$ cat src/rtl/flop_delay_line.sv
// rtl/flop_delay_line.sv - programmable-latency flop pipeline with valid/clamp status
// Circular history of MAX_DELAY-1 samples feeds a registered output tap.
module flop_delay_line #(
  parameter int DATA_WIDTH = 32,
  parameter int MAX_DELAY  = 16,
  parameter int PTR_WIDTH  = 4
) (
  input  logic                  clk,
  input  logic                  reset_n,
  input  logic [31:0]           num_clks,
  input  logic [DATA_WIDTH-1:0] flop_in,
  output logic [DATA_WIDTH-1:0] flop_out,
  output logic                  out_valid,
  output logic                  clamped
);

  localparam int DEPTH = MAX_DELAY - 1;
  localparam int CW    = $clog2(MAX_DELAY + 1);

  logic [DATA_WIDTH-1:0] hist [DEPTH];
  logic [PTR_WIDTH-1:0]  wptr;
  logic [PTR_WIDTH-1:0]  wptr_next;
  logic [PTR_WIDTH-1:0]  tap;
  logic [CW-1:0]         fill;
  logic [CW-1:0]         fill_next;
  logic [CW-1:0]         delay;
  logic                  delay_clamped;
  int                    tap_calc;

  // Full 32-bit compare so large requests never alias onto small delays.
  always_comb begin
    delay_clamped = 1'b0;
    delay         = CW'(num_clks);
    if (num_clks == 32'd0) begin
      delay         = CW'(1);
      delay_clamped = 1'b1;
    end else if (num_clks > 32'(MAX_DELAY)) begin
      delay         = CW'(MAX_DELAY);
      delay_clamped = 1'b1;
    end
  end

  // Slot wptr-j holds the sample from j edges ago; j = delay-1 may equal DEPTH,
  // which reads the oldest slot just before it is overwritten.
  always_comb begin
    tap_calc = int'(wptr) - (int'(delay) - 1);
    if (tap_calc < 0) begin
      tap_calc = tap_calc + DEPTH;
    end
    tap = PTR_WIDTH'(tap_calc);
  end

  always_comb begin
    wptr_next = (wptr == PTR_WIDTH'(DEPTH - 1)) ? '0 : wptr + PTR_WIDTH'(1);
    fill_next = (fill == CW'(MAX_DELAY)) ? fill : fill + CW'(1);
  end

  always_ff @(posedge clk) begin
    if (!reset_n) begin
      flop_out  <= '0;
      out_valid <= 1'b0;
      clamped   <= 1'b0;
      fill      <= '0;
      wptr      <= '0;
      for (int i = 0; i < DEPTH; i++) begin
        hist[i] <= '0;
      end
    end else begin
      hist[wptr] <= flop_in;
      wptr       <= wptr_next;
      fill       <= fill_next;
      clamped    <= delay_clamped;
      out_valid  <= (fill_next >= delay);
      if (delay == CW'(1)) begin
        flop_out <= flop_in;
      end else begin
        flop_out <= hist[tap];
      end
    end
  end

endmodule

$ cat config.mk
export PLATFORM = sky130hd
export DESIGN_NAME = flop_delay_line
export DESIGN_NICKNAME = d
export VERILOG_FILES = /design/src/rtl/flop_delay_line.sv
export SDC_FILE = /design/constraint.sdc
export NUM_CORES = 1
export LEC_CHECK = 0
export CORE_UTILIZATION = 50
export CTS_CLUSTER_DIAMETER = 30
export CTS_CLUSTER_SIZE = 30
export DETAILED_ROUTE_END_ITERATION = 10
export PLACE_DENSITY = 0.72
export SYNTH_ARGS = -nofsm -noshare
export SYNTH_HDL_FRONTEND = slang
export SYNTH_SLANG_ARGS = --single-unit
export TNS_END_PERCENT = 30
$ cat constraint.sdc
create_clock -name clk -period 9.1 [get_ports clk]
set_clock_uncertainty 0.15 [all_clocks]
set_input_delay 1.82 -clock clk [delete_from_list [all_inputs] [get_ports clk]]
set_output_delay 1.82 -clock clk [all_outputs]
set_load 0.02 [all_outputs]
==> insert_results.sql, run 1 <==
INSERT INTO impl_metrics (metric_group, metric, value, unit) VALUES
('floorplanning', 'floorplan.die.height', '234.3', 'um'),
('worst_setup_path', 'reg2regPathDepth', '12', ''),
('sta', 'finalSetupViolCount', '0', ''),
('sta', 'relSlewSlack', '4.627', '%'),
('clocking', 'clock_tree.buffer_depth', '3', ''),
('yosys', 'dominant_combinational_cell_family_by_area_after_synthesis', 'simple AND/OR/NAND/NOR gates', ''),
('sta', 'min_period_over_period', '82.66', '%'),
('detailed_routing', 'drt_pre_antenna_iters', '6', ''),
('pwr', 'pwr_cell_area', '237.2', 'nW/um^2'),
('detailed_routing', 'detail_route.iter0.violations', '2338', ''),
('placed_design', 'finalWeightedCongestion', '0.9153', ''),
('worst_setup_path', 'critPathCaptureType', 'register', ''),
('worst_setup_path', 'worst_ep_arrival_time', '7.88', 'ns'),
('cells_and_area', 'layout-area-overhead-vs-synth', '18.90', '%'),
('yosys', 'postSynthAreaPerCell', '11.27', 'sq um'),
('cells_and_area', 'post_route_cells_drive_above_1_share', '12.55', '%'),
('worst_setup_path', 'cp_startpoint_kind', 'input port', ''),
('global_routing', 'first_pass_grt_wire_length', '118200', 'um'),
('yosys', 'yosys_most_used_dff', 'sky130_fd_sc_hd__edfxtp_1', ''),
('cells_and_area', 'register_area', '16240', 'sq um'),
('clocking', 'cts_buffers', '103', ''),
('global_routing', 'grt_pass1_vias', '20360', ''),
('yosys', 'post_synth_instance_area', '26990', 'sq um'),
('global_routing', 'grt_antenna_before_repair', '2', ''),
('floorplanning', 'ios', '100', ''),
('clocking', 'clk_transition_reported_paths', '0.05', 'ns'),
('yosys', 'post_synthesis_xor_xnor_area_fraction', '0.3848', '%'),
('sta', 'maxSlewViolCount', '0', ''),
('yosys', 'fraction_of_the_mapped_netlist_area_in_adder_cells', '0.9086', '%'),
('sta', 'fmax', '132.9', 'MHz'),
('floorplanning', 'dieArea', '54920', 'sq um'),
('min_path', 'min_path_type', 'register to register', ''),
('clocking', 'ctsResizeCount', '0', ''),
('clocking', 'cts_sink_cnt', '555', ''),
('sta', 'max_slew.worst_pin.slew', '1.431', 'ns'),
('cells_and_area', 'multiInputGateArea', '9910', 'sq um'),
('sta', 'final_hold_viol_count', '0', ''),
('detailed_routing', 'vias', '20460', ''),
('min_path', 'worstHoldStart', 'wptr[0]', ''),
('detailed_routing', 'detail_route.wl_per_cell', '24.23', 'um'),
('min_path', 'hold_path_depth', '1', ''),
('detailed_routing', 'detail_route.drc_violations', '0', ''),
('min_path', 'hold_path_end', 'wptr[0]', ''),
('worst_setup_path', 'delay_of_the_slowest_critical_path_stage', '0.80', 'ns'),
('worst_setup_path', 'crit_path_max_fanout', '63', ''),
('clocking', 'cts.root.buffer_cell', 'sky130_fd_sc_hd__clkbuf_16', ''),
('cells_and_area', 'final.fill_count', '4043', ''),
('clocking', 'cts_max_level', '3', ''),
('worst_setup_path', 'cp.buffers_inverters', '4', ''),
('yosys', 'synthSimpleGateAreaFrac', '22.34', '%'),
('yosys', 'multiplexer_share_of_the_synthesized_area', '1.368', '%'),
('clocking', 'clock_tree_from_tritoncts', 'built', ''),
('sta', 'fin_setup_tns', '0', 'ns'),
('sta', 'grt_setup_unrepaired', 'false', ''),
('placed_design', 'dp_hpwl', '44260', 'um'),
('pwr', 'vdd_drop_max', '171.5', 'uV'),
('floorplanning', 'num_rows', '84', ''),
('flow_run', 'cap_viol_max_count', '0', ''),
('worst_setup_path', 'timing.critical_path.cells', 'clkdlybuf4s50_1 -> nor4_1 -> nand2_1 -> nor3_1 -> o21a_1 -> inv_1 -> ha_1 -> inv_1 -> xnor2_1 -> ha_1 -> xnor2_1 -> or2_2 -> o21ai_0 -> a31oi_1 -> and2_4 -> buf_4 -> nand4_1 -> a31oi_1 -> nand3_1', ''),
('yosys', 'synth_cells', '2395', ''),
('sta', 'post_layout_minimum_cycle_time', '7.522', 'ns'),
('yosys', 'synth_edf_count', '512', ''),
('worst_setup_path', 'crit_path_top_delay_cell', 'sky130_fd_sc_hd__and2_4', ''),
('clocking', 'cts-hold-fix-buffers', '0', ''),
('worst_setup_path', 'critPathKind', 'input port to register', ''),
('yosys', 'synth_seq_area_share', '60.15', '%'),
('placed_design', 'portBuffers', '99', ''),
('worst_setup_path', 'r2r_slack', '4.45', 'ns'),
('yosys', 'synth_compound_area_share', '11.15', '%'),
('worst_setup_path', 'critPathTopFamily', 'simple AND/OR/NAND/NOR gates', ''),
('run_status', 'outcome', 'finished clean', '');
## layout make-up
type                       count  area share [%]
antenna                        1        0.007797
clock buffer                 115           8.366
clock inverter                77           2.281
inverter                      13          0.1520
multi-input combinational   1590           30.88
sequential                   555           50.59
tap                          688           2.682
timing repair buffer         176           5.045
## cells by family after synthesis
logic type / after synthesis
flops: 555
fa+ha+maj: 19
compound gates: 413
buf+inv: 250
mux: 33
simple gates: 1114
xor+xnor: 11
## state kept, by name (all words and copies together) (netlist names)
| name | count |
|---|---|
| clamped | 1 |
| out_valid | 1 |
| wptr | 4 |
| fill | 5 |
| hist | 512 |
| flop_out | 32 |
## worst register-to-register path: cells and delay by family, from the launching register on
family	cells	cell delay, ns
compound gates	4	1.40
buf+inv	2	0.65
simple gates	4	1.28
flops	1	0.40
fa+ha+maj	2	0.66
## cell usage after synthesis, types with 13 or more instances
master	n	area share, %
sky130_fd_sc_hd__a2111oi_0	32	1.0
sky130_fd_sc_hd__a211oi_1	32	0.89
sky130_fd_sc_hd__a311o_1	32	1.2
sky130_fd_sc_hd__a311oi_1	32	1.0
sky130_fd_sc_hd__a31oi_1	33	0.76
sky130_fd_sc_hd__a32oi_1	62	2.0
sky130_fd_sc_hd__and2_1	519	12
sky130_fd_sc_hd__and3_1	36	0.83
sky130_fd_sc_hd__buf_2	29	0.54
sky130_fd_sc_hd__clkbuf_1	200	2.8
sky130_fd_sc_hd__dfxtp_1	43	3.2
sky130_fd_sc_hd__edfxtp_1	512	57
sky130_fd_sc_hd__ha_1	18	0.83
sky130_fd_sc_hd__inv_1	13	0.18
sky130_fd_sc_hd__mux2_2	31	1.3
sky130_fd_sc_hd__nand2_1	235	3.3
sky130_fd_sc_hd__nand3_1	197	3.7
sky130_fd_sc_hd__nand4_1	36	0.83
sky130_fd_sc_hd__nor2_1	55	0.76
sky130_fd_sc_hd__o211ai_1	32	0.89
sky130_fd_sc_hd__o21ai_0	128	2.4
## cells in the final DEF, fill, tap and decap left out, types with 16 or more instances in the layout
| master | Yosys | final |
|---|---|---|
| sky130_fd_sc_hd__a2111oi_0 | 32 | 32 |
| sky130_fd_sc_hd__a211oi_1 | 32 | 32 |
| sky130_fd_sc_hd__a311o_1 | 32 | 32 |
| sky130_fd_sc_hd__a311oi_1 | 32 | 32 |
| sky130_fd_sc_hd__a31oi_1 | 33 | 32 |
| sky130_fd_sc_hd__a32oi_1 | 62 | 62 |
| sky130_fd_sc_hd__and2_1 | 519 | 518 |
| sky130_fd_sc_hd__and3_1 | 36 | 36 |
| sky130_fd_sc_hd__buf_4 | 0 | 73 |
| sky130_fd_sc_hd__clkbuf_16 | 0 | 105 |
| sky130_fd_sc_hd__clkdlybuf4s50_1 | 0 | 99 |
| sky130_fd_sc_hd__clkinv_2 | 0 | 16 |
| sky130_fd_sc_hd__clkinvlp_4 | 0 | 17 |
| sky130_fd_sc_hd__dfxtp_1 | 43 | 43 |
| sky130_fd_sc_hd__edfxtp_1 | 512 | 512 |
| sky130_fd_sc_hd__ha_1 | 18 | 18 |
| sky130_fd_sc_hd__mux2_2 | 31 | 31 |
| sky130_fd_sc_hd__nand2_1 | 235 | 233 |
| sky130_fd_sc_hd__nand3_1 | 197 | 196 |
| sky130_fd_sc_hd__nand4_1 | 36 | 36 |
| sky130_fd_sc_hd__nor2_1 | 55 | 48 |
| sky130_fd_sc_hd__o211ai_1 | 32 | 32 |
| sky130_fd_sc_hd__o21ai_0 | 128 | 128 |
## per-layer routing
layer	routed length, um	part of all wire (%)	GRT usage (%)	vias to the layer above
met2	37290	48	45.99	1247
met4	2106	2.7	12.02	0
li1	-	-	-	8921
met1	30070	39	36.93	10120
met5	0	0	0	-
met3	8446	11	6.092	179
## worst max-delay path by stage
| stage | startpoint | end | slack, ns | cells past startpoint |
|---|---|---|---|---|
| 2_1_floorplan | num_clks[24] | flop_out[10] | 3.05 | 20 |
| 3_3_place_gp | num_clks[20] | flop_out[21] | 1.32 | 19 |
| 3_5_place_dp | num_clks[26] | flop_out[21] | 1.04 | 19 |
| 4_1_cts | num_clks[26] | flop_out[21] | 1.71 | 19 |
| 5_1_grt | num_clks[8] | flop_out[21] | 1.15 | 19 |
| 6_report | num_clks[13] | flop_out[21] | 1.58 | 19 |
## through the flow
step	hold slack [ns]	util, %	setup slack (ns)	std cells	instance area [sq um]
after detailed placement	0.3377	54.13	1.041	3022	28670
final	0.3606	60.59	1.578	3215	32090
after floorplan	0.2946	-	3.051	2395	26990
after CTS	0.3481	60.58	1.706	3214	32090
after global placement	0.3142	54.13	1.322	3022	28670
after global routing	0.3794	60.59	1.149	3215	32090
## report_power, final
group          internal (mW)  switching (mW)
clock                   2.39            1.31
sequential              2.94          0.0552
combinational          0.287           0.630
total                   5.62            2.00
Power figures use the tool's default switching activity.
==> run 2, diff against run 1 <==
==> constraint.sdc (replaced) <==
create_clock -name clk -period 7.7 [get_ports clk]
set_clock_uncertainty 0.15 [all_clocks]
set_input_delay 1.54 -clock clk [delete_from_list [all_inputs] [get_ports clk]]
set_output_delay 1.54 -clock clk [all_outputs]
set_load 0.02 [all_outputs]
==> run 2 against run 1 <==
  * Clock power rose by 30%
  * Final cell count barely moved
  * Via count barely moved
  * Routed wire length rose by 2.6%
  * Worst hold slack got worse by 0.022 ns
  * Worst setup slack got worse by 0.88 ns
  * Non-clock buffer count fell by 7
  * Register-to-register slack got worse by 1.1 ns
  * Largest cell class unchanged
  * Highest routed layer is now met5
==> insert_results.sql, run 2 (synthesized netlist as in run 1, its figures left out) <==
INSERT INTO impl_metrics (metric_group, metric, value, unit) VALUES
('pwr', 'pwr_cell_area', '291.0', 'nW/um^2'),
('pwr', 'netSwitchingPower', '2.381', 'mW'),
('global_routing', 'first_pass_grt_wire_length', '120800', 'um'),
('detailed_routing', 'drt-met1-wl', '31860', 'um'),
('clocking', 'clock_tree_from_tritoncts', 'built', ''),
('cells_and_area', 'finish.net_count', '2522', ''),
('worst_setup_path', 'critPathKind', 'input port to register', ''),
('pwr', 'power.internal', '7.053', 'mW'),
('clocking', 'number_of_buffers_added_for_setup_after_cts', '0', ''),
('placed_design', 'finalWeightedCongestion', '0.9191', ''),
('floorplanning', 'floorplan.die.height', '234.3', 'um'),
('clocking', 'cts_max_level', '3', ''),
('clocking', 'clk_transition_reported_paths', '0.05', 'ns'),
('worst_setup_path', 'cp_startpoint_kind', 'input port', ''),
('clocking', 'cts_sink_cnt', '555', ''),
('clocking', 'clk-insertion-delay-late', '0.65', 'ns'),
('global_routing', 'grt_pass1_vias', '20460', ''),
('placed_design', 'dp_hpwl', '45460', 'um'),
('floorplanning', 'num_rows', '84', ''),
('worst_setup_path', 'worst_ep_arrival_time', '7.41', 'ns'),
('pwr', 'vdd_drop_max', '204.8', 'uV'),
('sta', 'final_hold_viol_count', '0', ''),
('clocking', 'clock_tree.buffer_depth', '3', ''),
('global_routing', 'overflow', '0', ''),
('sta', 'max_slew.worst_pin.slew', '1.295', 'ns'),
('worst_setup_path', 'worst_setup_sp', 'num_clks[27]', ''),
('placed_design', 'place_worst_setup_slack', '0.2498', 'ns'),
('cells_and_area', 'most-common-layout-cells', '518 x sky130_fd_sc_hd__and2_1, 512 x sky130_fd_sc_hd__edfxtp_1, 233 x sky130_fd_sc_hd__nand2_1', ''),
('floorplanning', 'placeable_core_region', '52970', 'sq um'),
('floorplanning', 'starting_density_of_the_core', '50.95', '%'),
('cells_and_area', 'final_cells', '3216', ''),
('run_status', 'outcome', 'finished clean', ''),
('min_path', 'min_path_type', 'register to register', ''),
('cells_and_area', 'largest-register', 'hist', ''),
('detailed_routing', 'detail_route.drc_violations', '0', ''),
('detailed_routing', 'detail_route.iter0.violations', '2400', ''),
('sta', 'maxSlewViolCount', '0', ''),
('worst_setup_path', 'reg2regPathDepth', '12', ''),
('placed_design', 'place_inst', '3015', ''),
('sta', 'relSlewSlack', '13.69', '%'),
('clocking', 'cts.root.buffer_cell', 'sky130_fd_sc_hd__clkbuf_16', ''),
('detailed_routing', 'wirelength', '79930', 'um'),
('cells_and_area', 'final.fill_count', '4043', ''),
('clocking', 'ctsResizeCount', '0', ''),
('cells_and_area', 'final_common_cell', 'sky130_fd_sc_hd__and2_1', ''),
('placed_design', 'portBuffers', '99', ''),
('clocking', 'cts-hold-fix-buffers', '0', ''),
('detailed_routing', 'drt_pre_antenna_iters', '6', ''),
('worst_setup_path', 'r2r_slack', '3.37', 'ns'),
('floorplanning', 'fp.dieW', '234.3', 'um'),
('cells_and_area', 'final_cell_utilization_of_the_core', '61.20', '%'),
('detailed_routing', 'top_layer', 'met5', ''),
('floorplanning', 'ios', '100', ''),
('sta', 'min_period_over_period', '90.87', '%'),
('sta', 'post_layout_minimum_cycle_time', '6.997', 'ns'),
('floorplanning', 'dieArea', '54920', 'sq um'),
('detailed_routing', 'post_drt_via_cell_ratio', '6.363', ''),
('sta', 'grt_setup_unrepaired', 'false', ''),
('worst_setup_path', 'worst-endpoint-required', '8.11', 'ns'),
('cells_and_area', 'layout-area-overhead-vs-synth', '20.11', '%'),
('clocking', 'cts_buffers', '108', ''),
('worst_setup_path', 'worst_r2r_endpoint', 'flop_out[26]', ''),
('detailed_routing', 'wl_met3', '8620', 'um'),
('worst_setup_path', 'critPathCapture', 'flop_out[26]', ''),
('detailed_routing', 'vias', '20470', ''),
('sta', 'fmax', '142.9', 'MHz'),
('pwr', 'power.switching_fraction', '25.24', '%'),
('detailed_routing', 'detail_route.wl_per_cell', '24.85', 'um'),
('sta', 'fin_ws', '0.7027', 'ns'),
('pwr', 'share_comb_of_total_power', '11.5', '%'),
('flow_run', 'cap_viol_max_count', '0', ''),
('sta', 'fin_setup_tns', '0', 'ns'),
('worst_setup_path', 'crit_path_max_fanout', '56', ''),
('detailed_routing', 'met2WireLength', '37650', 'um'),
('pwr', 'p_seq_share', '37.6', '%'),
('cells_and_area', 'largest_register_ff_count', '512', ''),
('min_path', 'hold_path_depth', '1', ''),
('worst_setup_path', 'critPathCaptureType', 'register', ''),
('global_routing', 'grt_max_degree', '94', ''),
('pwr', 'power_frac_clock', '50.8', '%'),
('cells_and_area', 'post_route_cells_drive_above_1_share', '12.47', '%'),
('cells_and_area', 'largest_registers', 'hist x512, flop_out x32, fill x5', ''),
('sta', 'finalSetupViolCount', '0', ''),
('global_routing', 'grt_antenna_before_repair', '6', ''),
('pwr', 'power_leakage', '11.81', 'nW'),
('detailed_routing', 'ant_nets', '0', ''),
('worst_setup_path', 'r2r_start', 'wptr[0]', ''),
('global_routing', 'grt_util_all_layers', '29.19', '%');
[run 2: worst min-delay path by stage]
stage | slack (ns) | endpoint | startpoint
6_report | 0.34 | wptr[0] | wptr[0]
5_1_grt | 0.36 | wptr[0] | wptr[0]
4_1_cts | 0.34 | wptr[0] | wptr[0]
3_5_place_dp | 0.33 | wptr[0] | wptr[0]
3_3_place_gp | 0.32 | wptr[0] | wptr[0]
2_1_floorplan | 0.29 | wptr[0] | wptr[0]
[run 2: area by class of cell]
cell class	count	area (sq um)	share of cell area, %
clock buffers	124	2846	8.780
clock inverters	76	910.9	2.810
flip-flops and latches	555	16240	50.08
well taps	688	860.8	2.655
diodes	1	2.502	0.007719
repair buffers	169	1604	4.948
multi-input cells	1590	9910	30.57
inverters	13	48.80	0.1505
[run 2: worst max-delay path, stage by stage]
cell                              delay [ns]
sky130_fd_sc_hd__clkdlybuf4s50_1        0.44
sky130_fd_sc_hd__nor4_2                 0.36
sky130_fd_sc_hd__nand3_1                0.24
sky130_fd_sc_hd__nor3_1                 0.64
sky130_fd_sc_hd__o21a_1                 0.27
sky130_fd_sc_hd__inv_1                  0.08
sky130_fd_sc_hd__ha_1                   0.26
sky130_fd_sc_hd__inv_1                  0.22
sky130_fd_sc_hd__xnor2_1                0.13
sky130_fd_sc_hd__ha_1                   0.35
sky130_fd_sc_hd__nand2b_1               0.13
sky130_fd_sc_hd__a21o_1                 0.22
sky130_fd_sc_hd__buf_4                  0.30
sky130_fd_sc_hd__o31ai_4                0.73
sky130_fd_sc_hd__buf_12                 0.35
sky130_fd_sc_hd__nand3_1                0.16
sky130_fd_sc_hd__a311oi_1               0.58
sky130_fd_sc_hd__a31oi_1                0.22
sky130_fd_sc_hd__nand3_1                0.12
[run 2: routing by layer]
| metal | global-route usage, % | up-vias |
|---|---|---|
| met5 | 0 | - |
| met4 | 10.32 | 4 |
| met3 | 5.666 | 169 |
| met2 | 46.77 | 1289 |
| met1 | 39.59 | 10100 |
| li1 | - | 8902 |
[run 2: metrics by stage]
step	power (mW)	hold slack, ns	instance area (sq um)
global placement	4.638	0.3169	28660
global route	9.683	0.3585	32420
floorplan	4.194	0.2946	26990
finish	9.434	0.3382	32420
detailed placement	4.660	0.3270	28660
CTS	9.435	0.3390	32420
[run 2: power groups by stage]
stage | Combinational, mW | Sequential, mW | Clock (mW)
floorplan | 0.572 | 3.62 | 0
global placement | 1.04 | 3.59 | 0
detailed placement | 1.06 | 3.60 | 0
CTS | 1.07 | 3.55 | 4.82
global route | 1.16 | 3.56 | 4.97
finish | 1.09 | 3.55 | 4.80
